$ cat src/rtl/tm1638_responder.sv
// tm1638_responder: chip-side model of the TM1638 STB/CLK/DIO link, oversampled in the i_Clk domain.
// Decodes command/data bytes into a 16x8 display RAM and display control; drives DIO for key-scan reads.
// Optional diagnostics (state, byte count) are built when TM1638_RESPONDER_DIAG_EN is defined.
module tm1638_responder #(
  parameter int SYNC_STAGES   = 2,
  parameter int NUM_KEY_BYTES = 4
) (
  input  logic        i_Clk,
  input  logic        i_Rst,
  input  logic        i_SPI_Stb,
  input  logic        i_SPI_Clk,
  input  logic        i_SPI_Dio,
  output logic        o_SPI_Dio,
  output logic        o_SPI_Dio_En,
  input  logic [31:0] i_Keys,
  input  logic [3:0]  i_Ram_Rd_Addr,
  output logic [7:0]  o_Ram_Rd_Data,
  output logic        o_Ram_Wr_En,
  output logic [3:0]  o_Ram_Wr_Addr,
  output logic [7:0]  o_Ram_Wr_Data,
  output logic        o_Display_On,
  output logic [2:0]  o_Brightness,
  output logic        o_Frame_Error
`ifdef TM1638_RESPONDER_DIAG_EN
  ,
  output logic [2:0]  o_Diag_State,
  output logic [7:0]  o_Diag_Byte_Count
`endif
);

  localparam logic [5:0] KEY_BITS = 6'(NUM_KEY_BYTES * 8);

  typedef enum logic [2:0] {
    S_IDLE    = 3'd0,
    S_CMD     = 3'd1,
    S_WR_DATA = 3'd2,
    S_RD_KEYS = 3'd3,
    S_IGNORE  = 3'd4
  } state_t;

  logic [SYNC_STAGES-1:0] r_stb_sync;
  logic [SYNC_STAGES-1:0] r_clk_sync;
  logic [SYNC_STAGES-1:0] r_dio_sync;
  logic                   r_stb_prev;
  logic                   r_clk_prev;

  logic w_stb;
  logic w_clk;
  logic w_dio;
  logic w_stb_rise;
  logic w_stb_fall;
  logic w_clk_rise;
  logic w_clk_fall;

  state_t      r_state;
  logic [2:0]  r_bit_cnt;
  logic [7:0]  r_shift;
  logic        r_fixed;
  logic [3:0]  r_ptr;
  logic [31:0] r_keys;
  logic [5:0]  r_key_cnt;
  logic [7:0]  w_byte;

  logic [7:0]  r_ram [16];
  logic        r_clearing;
  logic [3:0]  r_clr_addr;

  // Input synchronizers; STB/CLK reset to their idle-high level so reset never fakes an edge
  always_ff @(posedge i_Clk) begin
    if (i_Rst) begin
      r_stb_sync <= '1;
      r_clk_sync <= '1;
      r_dio_sync <= '0;
      r_stb_prev <= 1'b1;
      r_clk_prev <= 1'b1;
    end else begin
      r_stb_sync <= {r_stb_sync[SYNC_STAGES-2:0], i_SPI_Stb};
      r_clk_sync <= {r_clk_sync[SYNC_STAGES-2:0], i_SPI_Clk};
      r_dio_sync <= {r_dio_sync[SYNC_STAGES-2:0], i_SPI_Dio};
      r_stb_prev <= w_stb;
      r_clk_prev <= w_clk;
    end
  end

  assign w_stb      = r_stb_sync[SYNC_STAGES-1];
  assign w_clk      = r_clk_sync[SYNC_STAGES-1];
  assign w_dio      = r_dio_sync[SYNC_STAGES-1];
  assign w_stb_rise = ~r_stb_prev & w_stb;
  assign w_stb_fall = r_stb_prev & ~w_stb;
  assign w_clk_rise = ~r_clk_prev & w_clk;
  assign w_clk_fall = r_clk_prev & ~w_clk;

  // Byte being completed by the current rising edge (LSB arrives first)
  assign w_byte = {w_dio, r_shift[7:1]};

  // Protocol state machine with registered outputs; STB high always wins over CLK activity
  always_ff @(posedge i_Clk) begin
    if (i_Rst) begin
      r_state       <= S_IDLE;
      r_bit_cnt     <= '0;
      r_shift       <= '0;
      r_fixed       <= 1'b0;
      r_ptr         <= '0;
      r_keys        <= '0;
      r_key_cnt     <= '0;
      o_SPI_Dio     <= 1'b0;
      o_SPI_Dio_En  <= 1'b0;
      o_Ram_Wr_En   <= 1'b0;
      o_Ram_Wr_Addr <= '0;
      o_Ram_Wr_Data <= '0;
      o_Display_On  <= 1'b0;
      o_Brightness  <= '0;
      o_Frame_Error <= 1'b0;
    end else begin
      o_Ram_Wr_En   <= 1'b0;
      o_Frame_Error <= 1'b0;
      if (w_stb_rise) begin
        // A frame ending mid-byte loses the partial byte and is flagged
        if ((r_state == S_CMD || r_state == S_WR_DATA) && r_bit_cnt != 3'd0)
          o_Frame_Error <= 1'b1;
        r_state      <= S_IDLE;
        r_bit_cnt    <= '0;
        o_SPI_Dio_En <= 1'b0;
      end else if (w_stb) begin
        r_state      <= S_IDLE;
        r_bit_cnt    <= '0;
        o_SPI_Dio_En <= 1'b0;
      end else begin
        case (r_state)
          S_IDLE: begin
            if (w_stb_fall) begin
              r_state   <= S_CMD;
              r_bit_cnt <= '0;
            end
          end
          S_CMD: begin
            if (w_clk_rise) begin
              r_shift   <= w_byte;
              r_bit_cnt <= r_bit_cnt + 3'd1;
              if (r_bit_cnt == 3'd7) begin
                case (w_byte[7:6])
                  2'b01: begin
                    r_fixed <= w_byte[2];
                    if (w_byte[1]) begin
                      r_keys    <= i_Keys;
                      r_key_cnt <= '0;
                      r_state   <= S_RD_KEYS;
                    end else begin
                      r_state <= S_IGNORE;
                    end
                  end
                  2'b10: begin
                    o_Display_On <= w_byte[3];
                    o_Brightness <= w_byte[2:0];
                    r_state      <= S_IGNORE;
                  end
                  2'b11: begin
                    r_ptr   <= w_byte[3:0];
                    r_state <= S_WR_DATA;
                  end
                  default: begin
                    o_Frame_Error <= 1'b1;
                    r_state       <= S_IGNORE;
                  end
                endcase
              end
            end
          end
          S_WR_DATA: begin
            if (w_clk_rise) begin
              r_shift   <= w_byte;
              r_bit_cnt <= r_bit_cnt + 3'd1;
              if (r_bit_cnt == 3'd7) begin
                // Writes landing while the RAM is still being cleared are dropped
                if (!r_clearing) begin
                  o_Ram_Wr_En   <= 1'b1;
                  o_Ram_Wr_Addr <= r_ptr;
                  o_Ram_Wr_Data <= w_byte;
                end
                if (!r_fixed)
                  r_ptr <= r_ptr + 4'd1;
              end
            end
          end
          S_RD_KEYS: begin
            // Drive on falling edges; release after the controller samples the last bit
            if (w_clk_fall && r_key_cnt != KEY_BITS) begin
              o_SPI_Dio_En <= 1'b1;
              o_SPI_Dio    <= r_keys[r_key_cnt[4:0]];
              r_key_cnt    <= r_key_cnt + 6'd1;
            end else if (w_clk_rise && r_key_cnt == KEY_BITS) begin
              o_SPI_Dio_En <= 1'b0;
              r_state      <= S_IGNORE;
            end
          end
          S_IGNORE: begin
            r_state <= S_IGNORE;
          end
          default: begin
            r_state <= S_IDLE;
          end
        endcase
      end
    end
  end

  // Post-reset clear sequencer: one RAM word per cycle for 16 cycles
  always_ff @(posedge i_Clk) begin
    if (i_Rst) begin
      r_clearing <= 1'b1;
      r_clr_addr <= '0;
    end else if (r_clearing) begin
      r_clr_addr <= r_clr_addr + 4'd1;
      if (r_clr_addr == 4'd15)
        r_clearing <= 1'b0;
    end
  end

  // RAM storage (no reset on the array); writes commit the cycle after the Wr_En pulse is presented
  always_ff @(posedge i_Clk) begin
    if (!i_Rst) begin
      if (r_clearing)
        r_ram[r_clr_addr] <= 8'h00;
      else if (o_Ram_Wr_En)
        r_ram[o_Ram_Wr_Addr] <= o_Ram_Wr_Data;
    end
  end

  // Registered read port; a same-cycle write to the same address returns the old word
  always_ff @(posedge i_Clk) begin
    if (i_Rst)
      o_Ram_Rd_Data <= '0;
    else
      o_Ram_Rd_Data <= r_ram[i_Ram_Rd_Addr];
  end

`ifdef TM1638_RESPONDER_DIAG_EN
  logic [7:0] r_diag_bytes;
  logic       w_byte_done;

  assign w_byte_done = ~w_stb & w_clk_rise &
                       (((r_state == S_CMD || r_state == S_WR_DATA) && r_bit_cnt == 3'd7) ||
                        (r_state == S_RD_KEYS && r_key_cnt != 6'd0 && r_key_cnt[2:0] == 3'd0));

  // Saturating count of bytes completed in the current frame
  always_ff @(posedge i_Clk) begin
    if (i_Rst)
      r_diag_bytes <= '0;
    else if (w_stb_fall)
      r_diag_bytes <= '0;
    else if (w_byte_done && r_diag_bytes != 8'hFF)
      r_diag_bytes <= r_diag_bytes + 8'd1;
  end

  assign o_Diag_State      = r_state;
  assign o_Diag_Byte_Count = r_diag_bytes;
`endif

endmodule

$ cat config.mk
export PLATFORM = sky130hd
export DESIGN_NAME = tm1638_responder
export DESIGN_NICKNAME = d
export VERILOG_FILES = /design/src/rtl/tm1638_responder.sv
export SDC_FILE = /design/constraint.sdc
export NUM_CORES = 1
export LEC_CHECK = 0
export ABC_AREA = 0
export CAP_MARGIN = 25
export CORE_MARGIN = 4
export CORE_UTILIZATION = 35
export DETAILED_ROUTE_END_ITERATION = 12
export MAX_ROUTING_LAYER = met4
export PLACE_DENSITY = 0.52
export SYNTH_ARGS = -nofsm -noshare
export SYNTH_HDL_FRONTEND = slang
export SYNTH_SLANG_ARGS = --single-unit
$ cat constraint.sdc
create_clock -name i_Clk -period 2.8 [get_ports i_Clk]
set_clock_uncertainty 0.2 [all_clocks]
set_input_delay 0.56 -clock i_Clk [delete_from_list [all_inputs] [get_ports i_Clk]]
set_output_delay 0.56 -clock i_Clk [all_outputs]
set_load 0.02 [all_outputs]
# Yosys cells after proc, flatten, opt, wreduce, memory -nomap -nowiden

Memory sizes are Yosys's and may differ from the RTL's. A register that Yosys moved wholly into a read port is not among the register bits.
Cells that the tools add are included.

RAM bits: 128
Memories: 1
Register bits: 90
Input port bits: 41
Word-level logic and storage cells: 139
Output and inout port bits: 28

Memories:

| name  | words | bits a word | read ports | clocked after Yosys merged registers in | write ports | RTL line | source |
|---|---|---|---|---|---|---|---|
| r_ram | 16    | 8           | 1          | 1                                       | 1           | 64       | `logic [7:0] r_ram [16];` |

Eq/ne operators: 24
Order comparisons: 1
Bitwise gates (word level): 13
Reduce and logical (&&, ||, !) cells: 26
Multiplexer cells: 48
Add/subtract/negate cells: 4

Operator list:

| cell                                                | count |
|---|---|
| two-way mux 6 bit                                   | 5 |
| two-way mux 4 bit                                   | 7 |
| two-way mux 3 bit                                   | 8 |
| AND reduction 6 bit                                 | 4 |
| two-way mux 1 bit                                   | 21 |
| != test 2 bit, second input constant                | 8 |
| one-hot mux 3 bit (5 select lines)                  | 1 |
| one-hot mux 3 bit (2 select lines)                  | 2 |
| one-hot mux 6 bit (2 select lines)                  | 1 |
| != test 2 x 1 -> 1 bit, second input constant       | 5 |
| inverter 1 bit                                      | 9 |
| AND reduction 9 bit                                 | 1 |
| adder 4 x 1 -> 4 bit, second input constant         | 2 |
| two-way mux 8 bit                                   | 1 |
| one-hot mux 4 bit (2 select lines)                  | 1 |
| AND reduction 4 bit                                 | 2 |
| AND reduction 8 bit                                 | 1 |
| nonzero test 2 bit                                  | 4 |
| OR reduction 8 bit                                  | 1 |
| AND reduction 7 bit                                 | 1 |
| adder 6 x 1 -> 6 bit, second input constant         | 1 |
| equality test 3 x 2 -> 1 bit, second input constant | 2 |
| equality test 3 bit, second input constant          | 2 |
| equality test 6 bit, second input constant          | 1 |
| other kinds (18)                                    | 25 |

# Longest topological paths before layout

Gate-level depths: netlist of run 1.

Depth in word-level cells: 8
Mapped depth: 9

# Worst setup path after synthesis of run 1

Ideal clock, no wire load.

Kind: in2reg
Start: in i_Rst
End: mem r_ram[2][0], enable pin
Cell stages on the path: 4
Path buffers: 1
Arrival: 1.774 ns
Setup time: 0.370 ns
Path slack: 0.456 ns
Cell sequence: nor3b_2 -> clkbuf_1 -> a31oi_1 -> nor2_1

Word-level cells in the longest chain between the ends: 4

RTL lines:

| element                                                                 | RTL line | source |
|---|---|---|
| from (decl)                                                             | 9        | `input logic i_Rst,` |
| two-way mux 1 bit                                                       | 221      | `if (!i_Rst) begin` |
| two-way mux 1 bit (not written as such)                                 | 225      | `r_ram[o_Ram_Wr_Addr] <= o_Ram_Wr_Data;` |
| OR reduction 8 bit (no line)                                            | --       |  |
| two-way mux 4 bit (no line) / two-way mux 1 bit (equally long branches) | --       |  |
| to (decl)                                                               | 64       |  |

Several ways; a longest one is shown, not always the timed one.

# Worst setup path in the final report of run 1

Start: reg r_bit_cnt[1]
End: reg o_Ram_Wr_Data[2]

Word-level cells in the longest chain between the ends: 2

RTL lines:

| element                       | RTL line | source |
|---|---|---|
| from (decl)                   | 56       | `logic [2:0] r_bit_cnt;` |
| from (signal assigned)        | 139      | `r_bit_cnt <= r_bit_cnt + 3'd1;` |
| from (signal assigned)        | 172      | `r_bit_cnt <= r_bit_cnt + 3'd1;` |
| equality test 3 bit           | 173      | `if (r_bit_cnt == 3'd7) begin` |
| AND reduction 6 bit (no line) | --       |  |
| to (signal assigned)          | 178      | `o_Ram_Wr_Data <= w_byte;` |
| to (decl)                     | 20       | `output logic [7:0] o_Ram_Wr_Data,` |

Every way passes these cells.
A chain may end at the register's enable or synchronous reset.

==> impl_metrics.sql, run 1 <==
INSERT INTO impl_metrics (metric_group, metric, value, unit) VALUES
('pwr', 'sequentialPowerShare', '51.2', '%'),
('layout', 'layout.area.seq', '0.005786', 'mm²'),
('worst_setup_path', 'crit_required', '2960', 'ps'),
('die', 'start_util', '35.96', '%'),
('synth', 'postSynthAreaPerCell', '13.53', 'µm²'),
('worst_setup_path', 'critPathMaxStageDelay', '800', 'ps'),
('cts', 'cts-hold-fix-buffers', '0', ''),
('sta', 'final.period_utilization', '91.15', '%'),
('die', 'row_count', '58', ''),
('global_routing', 'grt_max_degree', '92', ''),
('sta', 'fmax', '0.3918', 'GHz'),
('layout', 'multi_input_area', '0.003114', 'mm²'),
('pwr', 'combinationalPowerShare', '4.0', '%'),
('worst_setup_path', 'timing.setup.critical_path_class', 'reg -> reg', ''),
('sta', 'setup_slack', '247.8', 'ps'),
('layout', 'final_nets', '803', ''),
('sta', 'report.final.slew_viol_count', '0', ''),
('synth', 'synth.distinct_cells', '54', ''),
('detailed_routing', 'initialDrtViolationCount', '345', ''),
('min_path', 'hp-class', 'reg -> reg', ''),
('global_routing', 'grt_pass1_vias', '5776', ''),
('cts', 'cts-resized-gates', '0', ''),
('detailed_routing', 'route.detailed.wl_per_inst', '18.45', 'µm'),
('synth', 'ys.flop_type', 'edfxtp_1', ''),
('worst_setup_path', 'regToRegSetupSlack', '250', 'ps'),
('pwr', 'ir_worst_vdd', '0.0003503', 'V'),
('worst_setup_path', 'critPathArrivalTime', '2720', 'ps'),
('worst_setup_path', 'critical-path-top-cell-by-count', 'ha_1', ''),
('pwr', 'power_density', '624.4', 'mW/mm²'),
('pwr', 'swShare', '20.31', '%'),
('cts', 'cts_inserted_buffers', '26', ''),
('synth', 'synth_sequential_area_ratio', '63.17', '%'),
('sta', 'final-hold-violation-count', '0', ''),
('synth', 'yosys-top-cells-area', 'edfxtp_1, dfxtp_1, mux4_2', ''),
('placement', 'place_congestion', '0.7979', ''),
('placement', 'detailedPlace.worstSlack', '59.59', 'ps'),
('detailed_routing', 'detailedRoute.firstPassIterationCount', '5', ''),
('sta', 'timing.slew.headroom', '34.86', '%'),
('cts', 'clk_pin_slew_worst_paths', '60', 'ps'),
('worst_setup_path', 'worst_path_max_delay_cell', 'or3_1', ''),
('synth', 'synthesis.instances', '677', ''),
('sta', 'timing.final.crit_period', '2552', 'ps'),
('cts', 'root_buffer', 'clkbuf_16', ''),
('cts', 'cts_tree', 'built', ''),
('sta', 'finalSetupTns', '0', 'ps'),
('die', 'boundaryPins', '69', ''),
('global_routing', 'grt_pass1_wl', '32330', 'µm'),
('cts', 'worstSkewPairLatency', '520', 'ps'),
('outcome', 'result_of_the_run', 'complete, no violations', ''),
('pwr', 'total_leakage_power', '0.003864', 'µW'),
('layout', 'fillerInstances', '2328', ''),
('flow_run', 'cap_viol_max_count', '0', ''),
('pwr', 'p_clk_share', '44.9', '%'),
('sta', 'final_number_of_setup_violating_endpoints', '0', ''),
('pwr', 'total_power', '6880', 'µW'),
('synth', 'post-synth-top-area-fraction', '41.97', '%'),
('detailed_routing', 'route.detailed.vias_per_inst', '5.081', ''),
('sta', 'rsz_0062_raised_after_global_routing', 'false', ''),
('die', 'fp.dieArea', '0.02882', 'mm²'),
('die', 'placeableCoreArea', '0.02547', 'mm²'),
('placement', 'numPortBuffers', '68', ''),
('cts', 'numClockSinks', '225', ''),
('global_routing', 'initial_antenna_violation_count', '0', ''),
('global_routing', 'globalRoute.totalOverflow', '0', ''),
('layout', 'syn2layout_area_growth', '20.30', '%'),
('synth', 'postSynthNetCount', '725', ''),
('sta', 'timing_worst_slew_pin_value', '977.1', 'ps'),
('global_routing', 'grtUsageTotal', '14.57', '%'),
('cts', 'cts-root-to-sink-buffers', '3', ''),
('worst_setup_path', 'kind_of_launch_point_of_the_worst_setup_path', 'flip-flop', ''),
('die', 'die_y', '169.8', 'µm');
## logic make-up (layout without fill, tap and decap cells)
family	after synthesis	count (layout)	share of synthesized area (%)
adder cells (fa/ha/maj)	7	7	0.9562
flip-flops	225	225	63.17
AO/OA/AOI/OAI	85	85	5.752
multiplexers	79	79	14.95
buffers and inverters	54	150	2.923
XOR/XNOR	4	4	0.3826
AND/OR/NAND/NOR	223	223	11.87
## layout make-up
type | instances | share of cell area [%]
inverter | 11 | 0.3747
clock inverter | 13 | 0.7495
clock buffer | 33 | 6.337
timing repair buffer | 93 | 8.017
multi-input combinational | 398 | 28.26
tap | 330 | 3.747
sequential | 225 | 52.51
## metrics by stage
step                      cells  utilization (%)  area [µm²]
after floorplan             677                -        9159
after global placement     1057            40.19       10240
after detailed placement   1057            40.19       10240
after CTS                  1103            43.26       11020
after global routing       1103            43.26       11020
final                      1103            43.26       11020
## path summary, 6_finish.rpt
| path | start | endpoint | cells past startpoint |
|---|---|---|---|
| max reg2reg | r_bit_cnt[1] | o_Ram_Wr_Data[2] | 6 |
| min reg2reg | r_stb_sync[0] | r_stb_sync[1] | 1 |
| min | r_stb_sync[0] | r_stb_sync[1] | 1 |
| max | r_bit_cnt[1] | o_Ram_Wr_Data[2] | 6 |
## sequential cells by signal, summed over array words and instances (netlist names), 4 cells and up
name           cells
o_Ram_Rd_Data      8
o_Ram_Wr_Addr      4
o_Ram_Wr_Data      8
r_clr_addr         4
r_key_cnt          6
r_keys            32
r_ptr              4
r_ram            128
r_shift            7
## power by group through the flow
| stage | clock (µW) | combinational [µW] | sequential (µW) |
|---|---|---|---|
| 3_3_place_gp | 0 | 276 | 3590 |
| 6_report | 3090 | 274 | 3520 |
| 3_5_place_dp | 0 | 278 | 3590 |
| 4_1_cts | 3160 | 278 | 3520 |
| 5_1_grt | 3320 | 296 | 3520 |
| 2_1_floorplan | 0 | 152 | 3590 |
## layer usage
layer / track usage, % / part of all wire (%) / vias up
met4: 3.080 / 2.1 / 0
met3: 2.259 / 3.8 / 37
met2: 24.68 / 50 / 126
li1: - / - / 2656
met5: - / 0 / -
met1: 18.64 / 44 / 2785
## cell usage in the layout, fill, tap and decap left out, types with 21 or more instances in the layout
master / instances
edfxtp_1: 128
dfxtp_1: 97
nand2_1: 82
clkdlybuf4s50_1: 66
nor2_1: 57
mux4_2: 46
a21oi_1: 43
mux2i_1: 31
clkbuf_16: 27
buf_4: 23
nor2b_1: 21
Note: power is estimated with default switching activity, not from simulation.
==> run 2: changes to the inputs <==
- CORE_MARGIN: 4 -> 8
==> run 2 against run 1 <==
Effect of this change: total power grew 3.4%; non-clock buffer count grew 3; utilization shrank 0.30 points; sequential power is essentially flat; critical endpoint is now o_Ram_Wr_Data[6]; sequential cell count is the same; worst hold slack gained 5.8 ps; wire length grew 2.7%.
==> impl_metrics.sql, run 2 (same netlist as run 1, synthesis figures left out) <==
INSERT INTO impl_metrics (metric_group, metric, value, unit) VALUES
('outcome', 'result_of_the_run', 'complete, no violations', ''),
('layout', 'reg.largest.list', 'r_ram: 128 flops, r_keys: 32 flops', ''),
('detailed_routing', 'route.detailed.vias_per_inst', '5.057', ''),
('layout', 'final_cell_mix', 'edfxtp_1, dfxtp_1, nand2_1', ''),
('worst_setup_path', 'critPathMaxStageDelay', '800', 'ps'),
('detailed_routing', 'drt.antenna.violating_nets', '0', ''),
('die', 'die_width', '177.8', 'µm'),
('cts', 'numClockSinks', '225', ''),
('worst_setup_path', 'crit_required', '2960', 'ps'),
('cts', 'worstSkewPairLatency', '510', 'ps'),
('sta', 'timing_worst_slew_pin_value', '796.6', 'ps'),
('cts', 'cts-resized-gates', '0', ''),
('cts', 'root_buffer', 'clkbuf_16', ''),
('detailed_routing', 'initialDrtViolationCount', '446', ''),
('sta', 'report.final.slew_viol_count', '0', ''),
('pwr', 'power_density', '639.2', 'mW/mm²'),
('die', 'row_count', '59', ''),
('global_routing', 'initial_antenna_violation_count', '0', ''),
('worst_setup_path', 'setup.worst_path.start', 'r_bit_cnt[1]', ''),
('die', 'boundaryPins', '69', ''),
('worst_setup_path', 'kind_of_launch_point_of_the_worst_setup_path', 'flip-flop', ''),
('detailed_routing', 'total_number_of_vias', '5618', ''),
('sta', 'final-hold-violation-count', '0', ''),
('placement', 'dpl.hpwl', '14180', 'µm'),
('min_path', 'hold_path.startpoint', 'r_clk_sync[0]', ''),
('global_routing', 'grt_pass1_vias', '5782', ''),
('die', 'die_y', '177.8', 'µm'),
('sta', 'timing.final.crit_period', '2538', 'ps'),
('detailed_routing', 'route.detailed.wl_per_inst', '18.81', 'µm'),
('layout', 'postLayoutCellArea', '0.01113', 'mm²'),
('layout', 'postLayoutCoreUtil', '42.96', '%'),
('sta', 'fmax', '0.3941', 'GHz'),
('sta', 'final.period_utilization', '90.63', '%'),
('die', 'start_util', '35.35', '%'),
('sta', 'final_number_of_setup_violating_endpoints', '0', ''),
('sta', 'timing.slew.headroom', '46.70', '%'),
('detailed_routing', 'detailedRoute.firstPassIterationCount', '5', ''),
('worst_setup_path', 'critical_path.n_buffers_inverters', '0', ''),
('min_path', 'hp-class', 'reg -> reg', ''),
('sta', 'finalSetupTns', '0', 'ps'),
('worst_setup_path', 'timing.setup.critical_path_class', 'reg -> reg', ''),
('placement', 'place_area', '0.01028', 'mm²'),
('cts', 'postCtsSetupBuffers', '0', ''),
('cts', 'clk_pin_slew_worst_paths', '60', 'ps'),
('worst_setup_path', 'crit_chain', 'ha_1 -> ha_1 -> nand4bb_1 -> or3_1 -> mux2i_1 -> nor2_1', ''),
('detailed_routing', 'postRouteWirelength', '20890', 'µm'),
('worst_setup_path', 'critPathArrivalTime', '2700', 'ps'),
('layout', 'final_nets', '805', ''),
('global_routing', 'grt_max_degree', '48', ''),
('placement', 'numPortBuffers', '68', ''),
('global_routing', 'grt_pass1_wl', '32820', 'µm'),
('layout', 'max_flop_register', 'r_ram', ''),
('cts', 'cts_inserted_buffers', '25', ''),
('detailed_routing', 'drc', '0', ''),
('worst_setup_path', 'worstPathMaxFanout', '13', ''),
('layout', 'syn2layout_area_growth', '21.53', '%'),
('layout', 'max_reg_flops', '128', ''),
('layout', 'fillerInstances', '2393', ''),
('cts', 'cts-hold-fix-buffers', '0', ''),
('flow_run', 'cap_viol_max_count', '0', ''),
('worst_setup_path', 'critical-path-top-cell-by-count', 'ha_1', ''),
('cts', 'cts_htree_levels', '1', ''),
('sta', 'worst_hold_slack', '211.5', 'ps'),
('cts', 'cts_tree', 'built', ''),
('pwr', 'total_leakage_power', '0.003916', 'µW'),
('layout', 'antenna-diode-count', '0', ''),
('worst_setup_path', 'worst_r2r_startpoint', 'r_bit_cnt[1]', ''),
('worst_setup_path', 'worst_path_max_delay_cell', 'or3_1', ''),
('worst_setup_path', 'critPathCaptureType', 'flip-flop', ''),
('global_routing', 'grtUsageTotal', '13.66', '%'),
('pwr', 'ir_worst_vdd', '0.0004466', 'V'),
('global_routing', 'globalRoute.totalOverflow', '0', ''),
('worst_setup_path', 'critPathTopFamily', 'simple AND/OR/NAND/NOR gates', ''),
('cts', 'cts-root-to-sink-buffers', '3', ''),
('die', 'fp.dieArea', '0.03160', 'mm²'),
('die', 'placeableCoreArea', '0.02591', 'mm²'),
('placement', 'place_congestion', '0.7788', ''),
('layout', 'proportion_of_layout_cells_with_a_drive_suffix_above_1', '16.62', '%'),
('layout', 'mostFrequentLayoutCell', 'edfxtp_1', ''),
('sta', 'rsz_0062_raised_after_global_routing', 'false', '');
[run 2: worst paths after layout]
kind | to | slack, ps | cells past startpoint
setup / recovery | o_Ram_Wr_Data[6] | 260 | 6
hold reg to reg | r_clk_sync[1] | 210 | 1
setup reg to reg | o_Ram_Wr_Data[6] | 260 | 6
hold / removal | r_clk_sync[1] | 210 | 1
[run 2: cell type report]
cell class | instances | area [µm²] | area share, %
sequential | 225 | 5786 | 51.98
multi-input combinational | 398 | 3114 | 27.98
timing repair buffer | 96 | 918.4 | 8.251
clock buffer | 37 | 730.7 | 6.565
tap | 335 | 419.2 | 3.766
clock inverter | 9 | 121.4 | 1.090
inverter | 11 | 41.29 | 0.3710
[run 2: per-layer routing]
layer	wire length, µm	GRT usage, %
met1	8758	16.05
met4	545	3.786
met3	896	2.617
met5	0	-
met2	10690	23.58
[run 2: worst register-to-register path, delay by kind of cell (launching register included)]
family,cells,cell delay [ps]
DFF,1,350
adders and majority gates,2,340
muxes,1,280
and+or+nand+nor,3,1230
[run 2: where the power goes]
| group | internal [µW] | total, µW | leakage, µW | switching [µW] |
|---|---|---|---|---|
| sequential | 3500 | 3520 | 0.00209 | 20.9 |
| combinational | 151 | 284 | 0.00141 | 133 |
| clock | 2070 | 3310 | 0.000420 | 1240 |
| total | 5720 | 7110 | 0.00392 | 1390 |
[run 2: metrics by stage]
step | worst slack (ps) | cells | power (µW)
6_report | 262.4 | 1111 | 7115
5_1_grt | 81.06 | 1111 | 7337
2_1_floorplan | 456.1 | 677 | 3744
3_5_place_dp | 190.6 | 1065 | 3879
3_3_place_gp | 219.8 | 1065 | 3873
4_1_cts | 258.5 | 1111 | 7207
